$ cat src/rtl/spi_slave_if.sv
// Bus bundle for spi_slave: SPI pins plus the fabric-side tx buffer and rx word handshake.
interface spi_slave_if #(
   parameter int WIDTH = 16
);
   logic             SCLK;
   logic             SS;
   logic             MOSI;
   logic             MISO;
   logic [WIDTH-1:0] txData;
   logic             txWrite;
   logic             txReady;
   logic [WIDTH-1:0] rxData;
   logic             rxValid;
   logic             busy;
   logic             abort;
   logic             txUnderrun;

   modport slave (
      input  SCLK, SS, MOSI, txData, txWrite,
      output MISO, txReady, rxData, rxValid, busy, abort, txUnderrun
   );

   modport master (
      output SCLK, SS, MOSI, txData, txWrite,
      input  MISO, txReady, rxData, rxValid, busy, abort, txUnderrun
   );
endinterface

$ cat src/rtl/spi_slave.sv
// Mode 0 SPI responder, MSB first, with every SPI pin oversampled in the clk domain.
// One-word transmit buffer on the fabric side; the received word is held until the next one completes.
//
// state     | meaning
// ST_IDLE   | SS high, MISO held at 0
// ST_ACTIVE | SS low, shifting words on synchronised SCLK edges
module spi_slave #(
   parameter int WIDTH       = 16,
   parameter int SYNC_STAGES = 2
) (
   input  logic        clk,
   input  logic        resn,
   spi_slave_if.slave  bus
);
   localparam int CW = $clog2(WIDTH);

   typedef enum logic {ST_IDLE, ST_ACTIVE} state_t;

   logic [SYNC_STAGES-1:0] sclk_sync_q, ss_sync_q, mosi_sync_q;
   logic                   sclk_hist_q, ss_hist_q;
   logic                   sclk_s, ss_s, mosi_s;
   logic                   sclk_rise, sclk_fall, ss_fall, ss_rise;

   state_t           state_q,    state_d;
   logic [CW-1:0]    cnt_q,      cnt_d;
   logic             reload_q,   reload_d;
   logic [WIDTH-1:0] rx_shift_q, rx_shift_d;
   logic [WIDTH-1:0] tx_shift_q, tx_shift_d;
   logic [WIDTH-1:0] buf_q,      buf_d;
   logic             buf_full_q, buf_full_d;
   logic [WIDTH-1:0] rx_data_q,  rx_data_d;
   logic             rx_valid_q, rx_valid_d;
   logic             abort_q,    abort_d;
   logic             underrun_q, underrun_d;
   logic             busy_q,     busy_d;
   logic             slot_load;
   logic [WIDTH-1:0] rx_word;

   // Synchronisers reset to the idle pin levels so release from reset never fakes an edge.
   always_ff @(posedge clk or negedge resn) begin
      if (!resn) begin
         sclk_sync_q <= '0;
         ss_sync_q   <= '1;
         mosi_sync_q <= '0;
         sclk_hist_q <= 1'b0;
         ss_hist_q   <= 1'b1;
      end else begin
         sclk_sync_q <= {sclk_sync_q[SYNC_STAGES-2:0], bus.SCLK};
         ss_sync_q   <= {ss_sync_q[SYNC_STAGES-2:0],   bus.SS};
         mosi_sync_q <= {mosi_sync_q[SYNC_STAGES-2:0], bus.MOSI};
         sclk_hist_q <= sclk_s;
         ss_hist_q   <= ss_s;
      end
   end

   assign sclk_s    = sclk_sync_q[SYNC_STAGES-1];
   assign ss_s      = ss_sync_q[SYNC_STAGES-1];
   assign mosi_s    = mosi_sync_q[SYNC_STAGES-1];
   assign sclk_rise =  sclk_s & ~sclk_hist_q;
   assign sclk_fall = ~sclk_s &  sclk_hist_q;
   assign ss_fall   = ~ss_s   &  ss_hist_q;
   assign ss_rise   =  ss_s   & ~ss_hist_q;

   always_ff @(posedge clk or negedge resn) begin
      if (!resn) begin
         state_q    <= ST_IDLE;
         cnt_q      <= '0;
         reload_q   <= 1'b0;
         rx_shift_q <= '0;
         tx_shift_q <= '0;
         buf_q      <= '0;
         buf_full_q <= 1'b0;
         rx_data_q  <= '0;
         rx_valid_q <= 1'b0;
         abort_q    <= 1'b0;
         underrun_q <= 1'b0;
         busy_q     <= 1'b0;
      end else begin
         state_q    <= state_d;
         cnt_q      <= cnt_d;
         reload_q   <= reload_d;
         rx_shift_q <= rx_shift_d;
         tx_shift_q <= tx_shift_d;
         buf_q      <= buf_d;
         buf_full_q <= buf_full_d;
         rx_data_q  <= rx_data_d;
         rx_valid_q <= rx_valid_d;
         abort_q    <= abort_d;
         underrun_q <= underrun_d;
         busy_q     <= busy_d;
      end
   end

   always_comb begin
      state_d    = state_q;
      cnt_d      = cnt_q;
      reload_d   = reload_q;
      rx_shift_d = rx_shift_q;
      tx_shift_d = tx_shift_q;
      buf_d      = buf_q;
      buf_full_d = buf_full_q;
      rx_data_d  = rx_data_q;
      rx_valid_d = 1'b0;
      abort_d    = 1'b0;
      underrun_d = 1'b0;
      busy_d     = ~ss_s;
      slot_load  = 1'b0;
      rx_word    = {rx_shift_q[WIDTH-2:0], mosi_s};

      if (bus.txWrite && !buf_full_q) begin
         buf_d      = bus.txData;
         buf_full_d = 1'b1;
      end

      case (state_q)
         ST_IDLE: begin
            if (ss_fall) begin
               state_d   = ST_ACTIVE;
               cnt_d     = '0;
               reload_d  = 1'b0;
               slot_load = 1'b1;
            end
         end
         ST_ACTIVE: begin
            // SS rise takes priority over any SCLK edge seen in the same cycle.
            if (ss_rise) begin
               state_d  = ST_IDLE;
               cnt_d    = '0;
               reload_d = 1'b0;
               abort_d  = (cnt_q != '0);
            end else if (sclk_rise) begin
               rx_shift_d = rx_word;
               if (cnt_q == CW'(WIDTH-1)) begin
                  rx_data_d  = rx_word;
                  rx_valid_d = 1'b1;
                  cnt_d      = '0;
                  reload_d   = 1'b1;
               end else begin
                  cnt_d = cnt_q + 1'b1;
               end
            end else if (sclk_fall) begin
               if (reload_q) begin
                  slot_load = 1'b1;
                  reload_d  = 1'b0;
               end else if (cnt_q != '0) begin
                  tx_shift_d = {tx_shift_q[WIDTH-2:0], 1'b0};
               end
            end
         end
         default: state_d = ST_IDLE;
      endcase

      // An empty buffer plus a same-cycle write goes straight to the shifter.
      if (slot_load) begin
         if (buf_full_q) begin
            tx_shift_d = buf_q;
            buf_full_d = 1'b0;
         end else if (bus.txWrite) begin
            tx_shift_d = bus.txData;
            buf_full_d = 1'b0;
         end else begin
            tx_shift_d = '0;
            underrun_d = 1'b1;
         end
      end
   end

   assign bus.MISO       = (state_q == ST_ACTIVE) & tx_shift_q[WIDTH-1];
   assign bus.txReady    = ~buf_full_q;
   assign bus.rxData     = rx_data_q;
   assign bus.rxValid    = rx_valid_q;
   assign bus.busy       = busy_q;
   assign bus.abort      = abort_q;
   assign bus.txUnderrun = underrun_q;
endmodule

$ cat src/flat_wrapper.sv
// flat-port wrapper written by rule: the top's interface ports become plain ports
module spi_slave_flat 
#(
   parameter int WIDTH       = 16,
   parameter int SYNC_STAGES = 2
)
  (clk, resn, bus_SCLK, bus_SS, bus_MOSI, bus_txData, bus_txWrite, bus_MISO, bus_txReady, bus_rxData, bus_rxValid, bus_busy, bus_abort, bus_txUnderrun);
  spi_slave_if #(.WIDTH(WIDTH)) bus_i ();
  input  logic clk;
  input  logic resn;
  input wire logic [$bits(bus_i.SCLK)-1:0] bus_SCLK;
  input wire logic [$bits(bus_i.SS)-1:0] bus_SS;
  input wire logic [$bits(bus_i.MOSI)-1:0] bus_MOSI;
  input wire logic [$bits(bus_i.txData)-1:0] bus_txData;
  input wire logic [$bits(bus_i.txWrite)-1:0] bus_txWrite;
  output wire logic [$bits(bus_i.MISO)-1:0] bus_MISO;
  output wire logic [$bits(bus_i.txReady)-1:0] bus_txReady;
  output wire logic [$bits(bus_i.rxData)-1:0] bus_rxData;
  output wire logic [$bits(bus_i.rxValid)-1:0] bus_rxValid;
  output wire logic [$bits(bus_i.busy)-1:0] bus_busy;
  output wire logic [$bits(bus_i.abort)-1:0] bus_abort;
  output wire logic [$bits(bus_i.txUnderrun)-1:0] bus_txUnderrun;
  assign bus_i.SCLK = bus_SCLK;
  assign bus_i.SS = bus_SS;
  assign bus_i.MOSI = bus_MOSI;
  assign bus_i.txData = bus_txData;
  assign bus_i.txWrite = bus_txWrite;
  assign bus_MISO = bus_i.MISO;
  assign bus_txReady = bus_i.txReady;
  assign bus_rxData = bus_i.rxData;
  assign bus_rxValid = bus_i.rxValid;
  assign bus_busy = bus_i.busy;
  assign bus_abort = bus_i.abort;
  assign bus_txUnderrun = bus_i.txUnderrun;
  spi_slave #(.WIDTH(WIDTH), .SYNC_STAGES(SYNC_STAGES)) u_core (.clk(clk), .resn(resn), .bus(bus_i));
endmodule
$ cat config.mk
export PLATFORM = sky130hd
export DESIGN_NAME = spi_slave_flat
export DESIGN_NICKNAME = d
export VERILOG_FILES = /design/src/rtl/spi_slave_if.sv /design/src/rtl/spi_slave.sv /design/src/flat_wrapper.sv
export SDC_FILE = /design/constraint.sdc
export NUM_CORES = 1
export LEC_CHECK = 0
export CELL_PAD_IN_SITES_DETAIL_PLACEMENT = 1
export CELL_PAD_IN_SITES_GLOBAL_PLACEMENT = 1
export CORE_AREA = 2 2 88 90
export DETAILED_ROUTE_END_ITERATION = 7
export DIE_AREA = 0 0 90 92
export PLACE_DENSITY = 0.81
export SETUP_SLACK_MARGIN = 0.15
export SYNTH_ARGS = -nofsm -noshare
export SYNTH_HDL_FRONTEND = slang
export SYNTH_SLANG_ARGS = --single-unit
$ cat constraint.sdc
create_clock -name clk -period 4.2 [get_ports clk]
set_input_delay 0.63 -clock clk [delete_from_list [all_inputs] [get_ports clk]]
set_output_delay 0.63 -clock clk [all_outputs]
set_load 0.05 [all_outputs]
Yosys cells after proc, flatten, opt, wreduce, memory -nomap -nowiden
Index checks and enable logic that the tools add are counted.
{ "word_totals": {"regBits": 82, "inputBits": 22, "elab_cells": 90} }
{ "classes": {"addsub": 1, "n_eq_ne": 8, "muxes": 41, "bitwise_logic": 12, "reduce_logical": 11} }
{ "ops": {"columns": ["op", "n"], "rows": [
  ["$mux 16", 9],
  ["$mux 1", 24],
  ["$mux 4", 4],
  ["$pmux 4 s2", 1],
  ["$not 1->1", 7],
  ["$ne 2x2->1 const B", 3],
  ["$pmux 1 s2", 3],
  ["$reduce_and 3->1", 2],
  ["$reduce_and 6->1", 1],
  ["$reduce_bool 2->1", 3],
  ["$and 1x1->1", 5],
  ["$add 4x1->4 const B", 1],
  ["$eq 4x4->1 const B", 1],
  ["$ne 4x1->1 const B", 1],
  ["$ne 4x4->1 const B", 1],
  ["$reduce_and 4->1", 1],
  ["$reduce_bool 4->1", 1],
  ["$ne 3x1->1 const B", 1],
  ["$ne 2x1->1 const B", 1],
  ["$reduce_and 2->1", 1],
  ["$logic_and 1x1->1", 1],
  ["$logic_not 1->1", 1]
]} }

Logic depth before layout (Yosys ltp)
Gate-level depths: netlist of the first run.
{ "logic_depth": {"word_depth": 8, "ltp_mapped": 9} }

Worst setup path after synthesis of the first run
No wires, ideal clock.
{ "synth_timing": {"kind": "register to register", "start": "register u_core.sclk_hist_q", "end": "register u_core.tx_shift_q[10]", "setup_time_ps": 126, "arrival_ps": 1709, "setup_slack_ps": 2365, "path_stages_with_launch": 10, "period_less_slack_ps": 1835, "cell_sequence": "dfrtp_1 -> inv_1 -> ha_1 -> buf_2 -> nor2b_2 -> nor3b_1 -> and3_1 -> clkbuf_2 -> buf_4 -> a221o_1"} }
{ "synth_via": {"elab_chain_len": 7, "elab_cells_between_ends": 15, "cone_classes": "eq/ne (3); mux (5); bitwise (3); reduce/logical (4)"} }
{ "synth_rtl": {"columns": ["item", "line_no", "source"], "rows": [
  ["start, declared", "spi_slave.sv:20", "logic sclk_hist_q, ss_hist_q;"],
  ["start signal, assigned", "spi_slave.sv:51", "sclk_hist_q <= sclk_s;"],
  ["$and 1x1->1 / $not 1->1 (equally long branches)", "spi_slave.sv:60, spi_slave.sv:59", null],
  ["$mux 1 / $and 1x1->1 (equally long branches)", "spi_slave.sv:141, spi_slave.sv:59", null],
  ["$mux 1", "spi_slave.sv:131", "end else if (sclk_rise) begin"],
  ["$mux 1", "spi_slave.sv:126", "if (ss_rise) begin"],
  ["$pmux 1 s2", "spi_slave.sv:115", "case (state_q)"],
  ["$ne 2x2->1 (no source line) / $reduce_bool 2->1 (equally long branches)", null, null],
  ["$reduce_and 6->1 (no source line)", null, null],
  ["end signal, assigned", "spi_slave.sv:83", "tx_shift_q <= tx_shift_d;"],
  ["end, declared", "spi_slave.sv:28", "logic [WIDTH-1:0] tx_shift_q, tx_shift_d;"]
]} }
Several ways; a longest one is shown, not always the timed one.
A chain may end at the register's enable or synchronous reset.

Worst setup path after layout of the first run
{ "layout_timing": {"start": "register u_core.state_q", "end": "output port bus_MISO"} }
{ "layout_via": {"elab_chain_len": 1} }
{ "layout_rtl": {"columns": ["item", "line_no", "source"], "rows": [
  ["start, declared", "spi_slave.sv:24", "state_t state_q, state_d;"],
  ["start signal, assigned", "spi_slave.sv:79", "state_q <= state_d;"],
  ["$and 1x1->1", "spi_slave.sv:168", "assign bus.MISO = (state_q == ST_ACTIVE) & tx_shift_q[WIDTH-1];"],
  ["end, declared", "flat_wrapper.sv:16", "output wire logic [$bits(bus_i.MISO)-1:0] bus_MISO;"]
]} }
Every way passes these cells.

==> results of run 1 <==
## worst register-to-register path, stage by stage (launching register included)
cell	delay, ps
dfstp_2	570
nand2b_1	260
nand3_4	330
or2_1	700
mux2_2	430
## layout by cell type, fill, tap and decap left out, drive strengths merged, types with 2 or more instances in the layout
| master | Yosys | routed |
|---|---|---|
| dfrtp | 79 | 79 |
| nand2 | 67 | 67 |
| clkdlybuf4s50 | 0 | 42 |
| mux2 | 31 | 31 |
| a21oi | 22 | 22 |
| a221o | 15 | 15 |
| inv | 9 | 13 |
| clkbuf | 7 | 9 |
| ha | 4 | 4 |
| nand3 | 4 | 4 |
| o21ai | 4 | 4 |
| nor3b | 4 | 4 |
| a211oi | 3 | 3 |
| dfstp | 3 | 3 |
| nor3 | 2 | 2 |
| nor2 | 2 | 2 |
| a22oi | 2 | 2 |
| bufinv | 0 | 2 |
| buf | 9 | 2 |
| nor2b | 2 | 2 |
## power breakdown
group / internal, mW / switching [mW] / total [mW]
clock network: 0.345 / 0.308 / 0.653
logic: 0.148 / 0.130 / 0.278
registers: 0.938 / 0.113 / 1.05
total: 1.43 / 0.551 / 1.98
## cell type report
class / instances / share of cell area
sequential: 82 / 0.502
inverter: 9 / 0.00825
timing repair buffer: 44 / 0.106
clock inverter: 7 / 0.0257
tap: 102 / 0.0312
multi-input combinational: 174 / 0.296
clock buffer: 9 / 0.0303
## logic make-up after synthesis
logic type               count (synthesis)  share of synthesized area
AND/OR/NAND/NOR                         85                      0.112
buffers and inverters                   25                     0.0376
multiplexers                            31                      0.113
flip-flops                              82                      0.606
adder cells (fa/ha/maj)                  5                     0.0177
AO/OA/AOI/OAI                           53                      0.114
## flip-flops by register name (all words and copies together) (netlist names), 2 cells and up
name	cells
u_core.buf_q	16
u_core.bus.rxData	16
u_core.cnt_q	4
u_core.mosi_sync_q	2
u_core.rx_shift_q	15
u_core.sclk_sync_q	2
u_core.ss_sync_q	2
u_core.tx_shift_q	16
## stage by stage
| step | cells | util | hold WS, ps | total power, mW |
|---|---|---|---|---|
| after detailed placement | 411 | 0.519 | 345 | 1.34 |
| after global routing | 427 | 0.550 | 362 | 2.09 |
| after global placement | 411 | 0.519 | 333 | 1.32 |
| after floorplan | 281 | - | 331 | 1.23 |
| final | 427 | 0.550 | 358 | 1.98 |
| after CTS | 427 | 0.550 | 360 | 2.00 |
## layer usage
layer,track usage,vias to the layer above
li1,-,1054
met1,0.230,1142
met2,0.299,46
met3,0.0394,11
met4,0.0808,0
met5,0,-
## final timing paths
kind / start / end / slack [ps] / cells past startpoint
worst max-delay path: u_core.state_q / bus_MISO / 1510 / 2
worst min-delay path: u_core.ss_sync_q[0] / u_core.ss_sync_q[1] / 360 / 0
worst max register to register: u_core.ss_sync_q[1] / u_core.bus.rxData[15] / 1800 / 4
worst min register to register: u_core.ss_sync_q[0] / u_core.ss_sync_q[1] / 360 / 0
max in group asynchronous: resn / u_core.tx_shift_q[15] / 3120 / 1
min in group asynchronous: resn / u_core.bus.abort / 440 / 1
==> impl_metrics.ini, run 1 <==
[outcome]
status = finished, final reports clean

[timing]
finalHoldViolations = 0
setup_ws_ps = 1510
tightest_slew_ps = 1010
relSlewSlack = 0.327
fin_skew_ps = 9.45
fmax_mhz = 372
min_period_ps = 2690
finalSetupViolations = 0
post-route-period-util = 0.640
rsz0062_at_grt = false
tns_ps = 0
slew_violations = 0

[clock_tree]
cts_root_buffer = clkbuf_8
insertion_delay_ps = 360
clock_path_buffers = 2
holdBufCountCts = 0
numCtsBuffers = 9
cts_setup_buffers = 0
ctsResizeCount = 0
ctsHtreeMaxLevel = 3
clk_pin_slew_ps = 80
clock-sinks = 82
cts_tree = done

[critical_path]
critPathArrivalTime_ps = 2060
critical-path-slowest-cell = clkdlybuf4s50_1
worstPathMaxFanout = 16
start_kind = flip-flop
critPathRequiredTime_ps = 3570
worst-setup-path-type = reg -> out
cp_cell_sequence = and2_1 > clkdlybuf4s50_1
cp-end-kind = primary output
max_stage_delay_ps = 790
cp_top_family = buffers and inverters
critPathBufInv = 1

[routing]
vias_per_cell = 5.28
dr.pass1.iters = 4
highest_layer = met4
drtAntennaViolNets = 0
first_iter_violations = 124
drc_errors = 0
wl_met1_mm = 3.06
routedWlPerCell_um = 16.1
dr_wl_met2_mm = 3.44
met3_wirelength_um = 219
routed_wirelength_mm = 6.86
vias = 2253

[grt]
grt_pass1_vias = 2424
antenna_found_initial = 0
grt_max_degree = 83
track_usage = 0.181
grt-ovfl-total = 0
grt_pass1_wl_mm = 11.8

[floorplanning]
die_y_um = 92
rows = 32
die_area_mm2 = 0.00828
start_util = 0.456
ios = 44
core-area_mm2 = 0.00745
die_w_um = 90

[synth]
yosysSeqAreaShare = 0.606
netlist_top_cells_count = dfrtp_1 (79), nand2_1 (67), a21oi_1 (22), mux2_2 (22), a221o_1 (15)
post-synth-top-area-cell = dfrtp_1
synth.area.top_cells = dfrtp_1 (58%), nand2_1 (7.4%), mux2_2 (7.3%)
avgSynthCellArea_um2 = 12.1
async_flop_share = 1.00
synth.distinct_cells = 38
synth_most_common_cell = dfrtp_1
syn-num-nets = 307
ys_ff_latch = 82
syn-instance-count = 281
syn_area_mm2 = 0.00339
yosysTopAreaCellShare = 0.582
synth-main-ff-cell = dfrtp_1
synth_edf_count = 0
yosys_warnings = 0

[power_and_ir_drop]
powerDensity_mw_per_mm2 = 484
p_leak_nw = 1.95
ir_drop_mv = 0.203

[placed_design]
postPlaceCellArea_mm2 = 0.00386
place_congestion = 0.711
place_hpwl_mm = 4.50
port_buffers = 43
place_ws_ps = 1730

[cells_and_area]
syn_to_final_growth_pct = 20.6
fin_nets = 346
antenna_cells = 0
multi_input_area_mm2 = 0.00121
drive_above_1_share = 0.178
fill_cells = 805
final_area_mm2 = 0.00409
regArea_mm2 = 0.00206

[flow_run]
max-cap-violations = 0

[worst_hold_path]
hp-class = reg -> reg
(Power assumes the default switching activity.)
==> run 2: changes to the inputs <==
CORE_AREA = 2 2 91 93   (was 2 2 88 90)
DIE_AREA = 0 0 93 95   (was 0 0 90 92)
PLACE_DENSITY = 0.76   (was 0.81)
clock period = 2.6 ns   (was 4.2 ns; I/O delays follow)
==> impl_metrics.ini, run 2 (synthesis results as in run 1) <==
[critical_path]
critPathBufInv = 2
worst-setup-path-type = reg -> out
cp_cell_sequence = inv_1 > clkdlybuf4s50_1
cp_top_family = buffers and inverters
cp-end-kind = primary output
max_stage_delay_ps = 810
critPathArrivalTime_ps = 1860
critical-path-slowest-cell = clkdlybuf4s50_1
start_kind = flip-flop
critPathRequiredTime_ps = 2210
worstPathMaxFanout = 13

[timing]
min_period_ps = 2250
tightest_slew_ps = 649
rsz0062_at_grt = false
post-route-period-util = 0.864
tns_ps = 0
fmax_mhz = 445
setup_ws_ps = 353
finalSetupViolations = 0
relSlewSlack = 0.568
slew_violations = 0
fin_skew_ps = 9.60
finalHoldViolations = 0

[clock_tree]
clock_path_buffers = 2
clock-sinks = 82
insertion_delay_ps = 340
clk_pin_slew_ps = 80
cts_root_buffer = clkbuf_8
cts_setup_buffers = 0
ctsHtreeMaxLevel = 3
numCtsBuffers = 9
cts_tree = done
holdBufCountCts = 0
ctsResizeCount = 0

[cells_and_area]
antenna_cells = 0
drive_above_1_share = 0.198
mostFrequentLayoutCell = dfrtp_1
regArea_mm2 = 0.00206
syn_to_final_growth_pct = 21.2
fill_cells = 838
multi_input_area_mm2 = 0.00121
fin_util = 0.519
fin_nets = 355
final_cell_mix = dfrtp_1 (79), nand2_1 (67), clkdlybuf4s50_1 (42)

[grt]
track_usage = 0.175
antenna_found_initial = 0
grt_pass1_wl_mm = 12.0
grt-ovfl-total = 0
grt_pass1_vias = 2450
grt_max_degree = 53

[routing]
met3_wirelength_um = 193
routedWlPerCell_um = 15.6
routed_wirelength_mm = 6.85
drc_errors = 0
first_iter_violations = 57
dr_wl_met2_mm = 3.44
vias = 2282
wl_met1_mm = 3.13
drtAntennaViolNets = 0
vias_per_cell = 5.20
dr.pass1.iters = 4
highest_layer = met4

[floorplanning]
rows = 33
die_y_um = 95
die_area_mm2 = 0.00884
die_w_um = 93
ios = 44
core-area_mm2 = 0.00793
start_util = 0.428

[power_and_ir_drop]
power_mw = 2.98
p_leak_nw = 1.97
ir_drop_mv = 0.330
powerDensity_mw_per_mm2 = 725

[worst_hold_path]
hp-class = in -> async

[placed_design]
place_ws_ps = 499
place_hpwl_mm = 4.82
port_buffers = 43
place_congestion = 0.730

[flow_run]
max-cap-violations = 0

[outcome]
status = finished, final reports clean
-- run 2: final timing paths --
kind	slack (ps)	from	endpoint	cells past startpoint
setup reg to reg	470	u_core.sclk_hist_q	u_core.tx_shift_q[13]	6
max in group asynchronous	1850	resn	u_core.ss_sync_q[1]	2
hold / removal	70	resn	u_core.state_q	1
setup / recovery	350	u_core.buf_full_q	bus_txReady	2
min in group clk	360	u_core.mosi_sync_q[0]	u_core.mosi_sync_q[1]	0
hold reg to reg	360	u_core.mosi_sync_q[0]	u_core.mosi_sync_q[1]	0
-- run 2: cell type report --
type / instances / share of cell area
clock inverters: 5 / 0.00943
clock buffers: 11 / 0.0344
well taps: 105 / 0.0319
repair buffers: 53 / 0.122
inverters: 9 / 0.00821
flip-flops and latches: 82 / 0.500
multi-input cells: 174 / 0.294
-- run 2: routing by layer --
layer / track usage / vias to the layer above
met3: 0.0383 / 7
met2: 0.307 / 38
met4: 0.0551 / 0
li1: - / 1065
met1: 0.216 / 1172
met5: 0 / -
-- run 2: where the power goes --
part / switching (mW) / total [mW] / internal [mW]
sequential: 0.167 / 1.68 / 1.52
combinational: 0.219 / 0.468 / 0.249
clock: 0.455 / 0.833 / 0.379
total: 0.841 / 2.98 / 2.14
-- run 2: stage by stage --
step,hold slack [ps],area [um^2],cells
after floorplan,94.4,3390,281
after global placement,340,3940,423
after detailed placement,348,3940,423
after CTS,86.7,4120,439
after global routing,110,4120,439
final,69.0,4120,439
==> run 3: changes to the inputs <==
ABC_CLOCK_PERIOD_IN_PS = 2600   (was unset)
SKIP_CTS_REPAIR_TIMING = 1   (was unset)
==> results of run 3 <==
The final DEF is identical to that of run 2; final timing and power are the same.
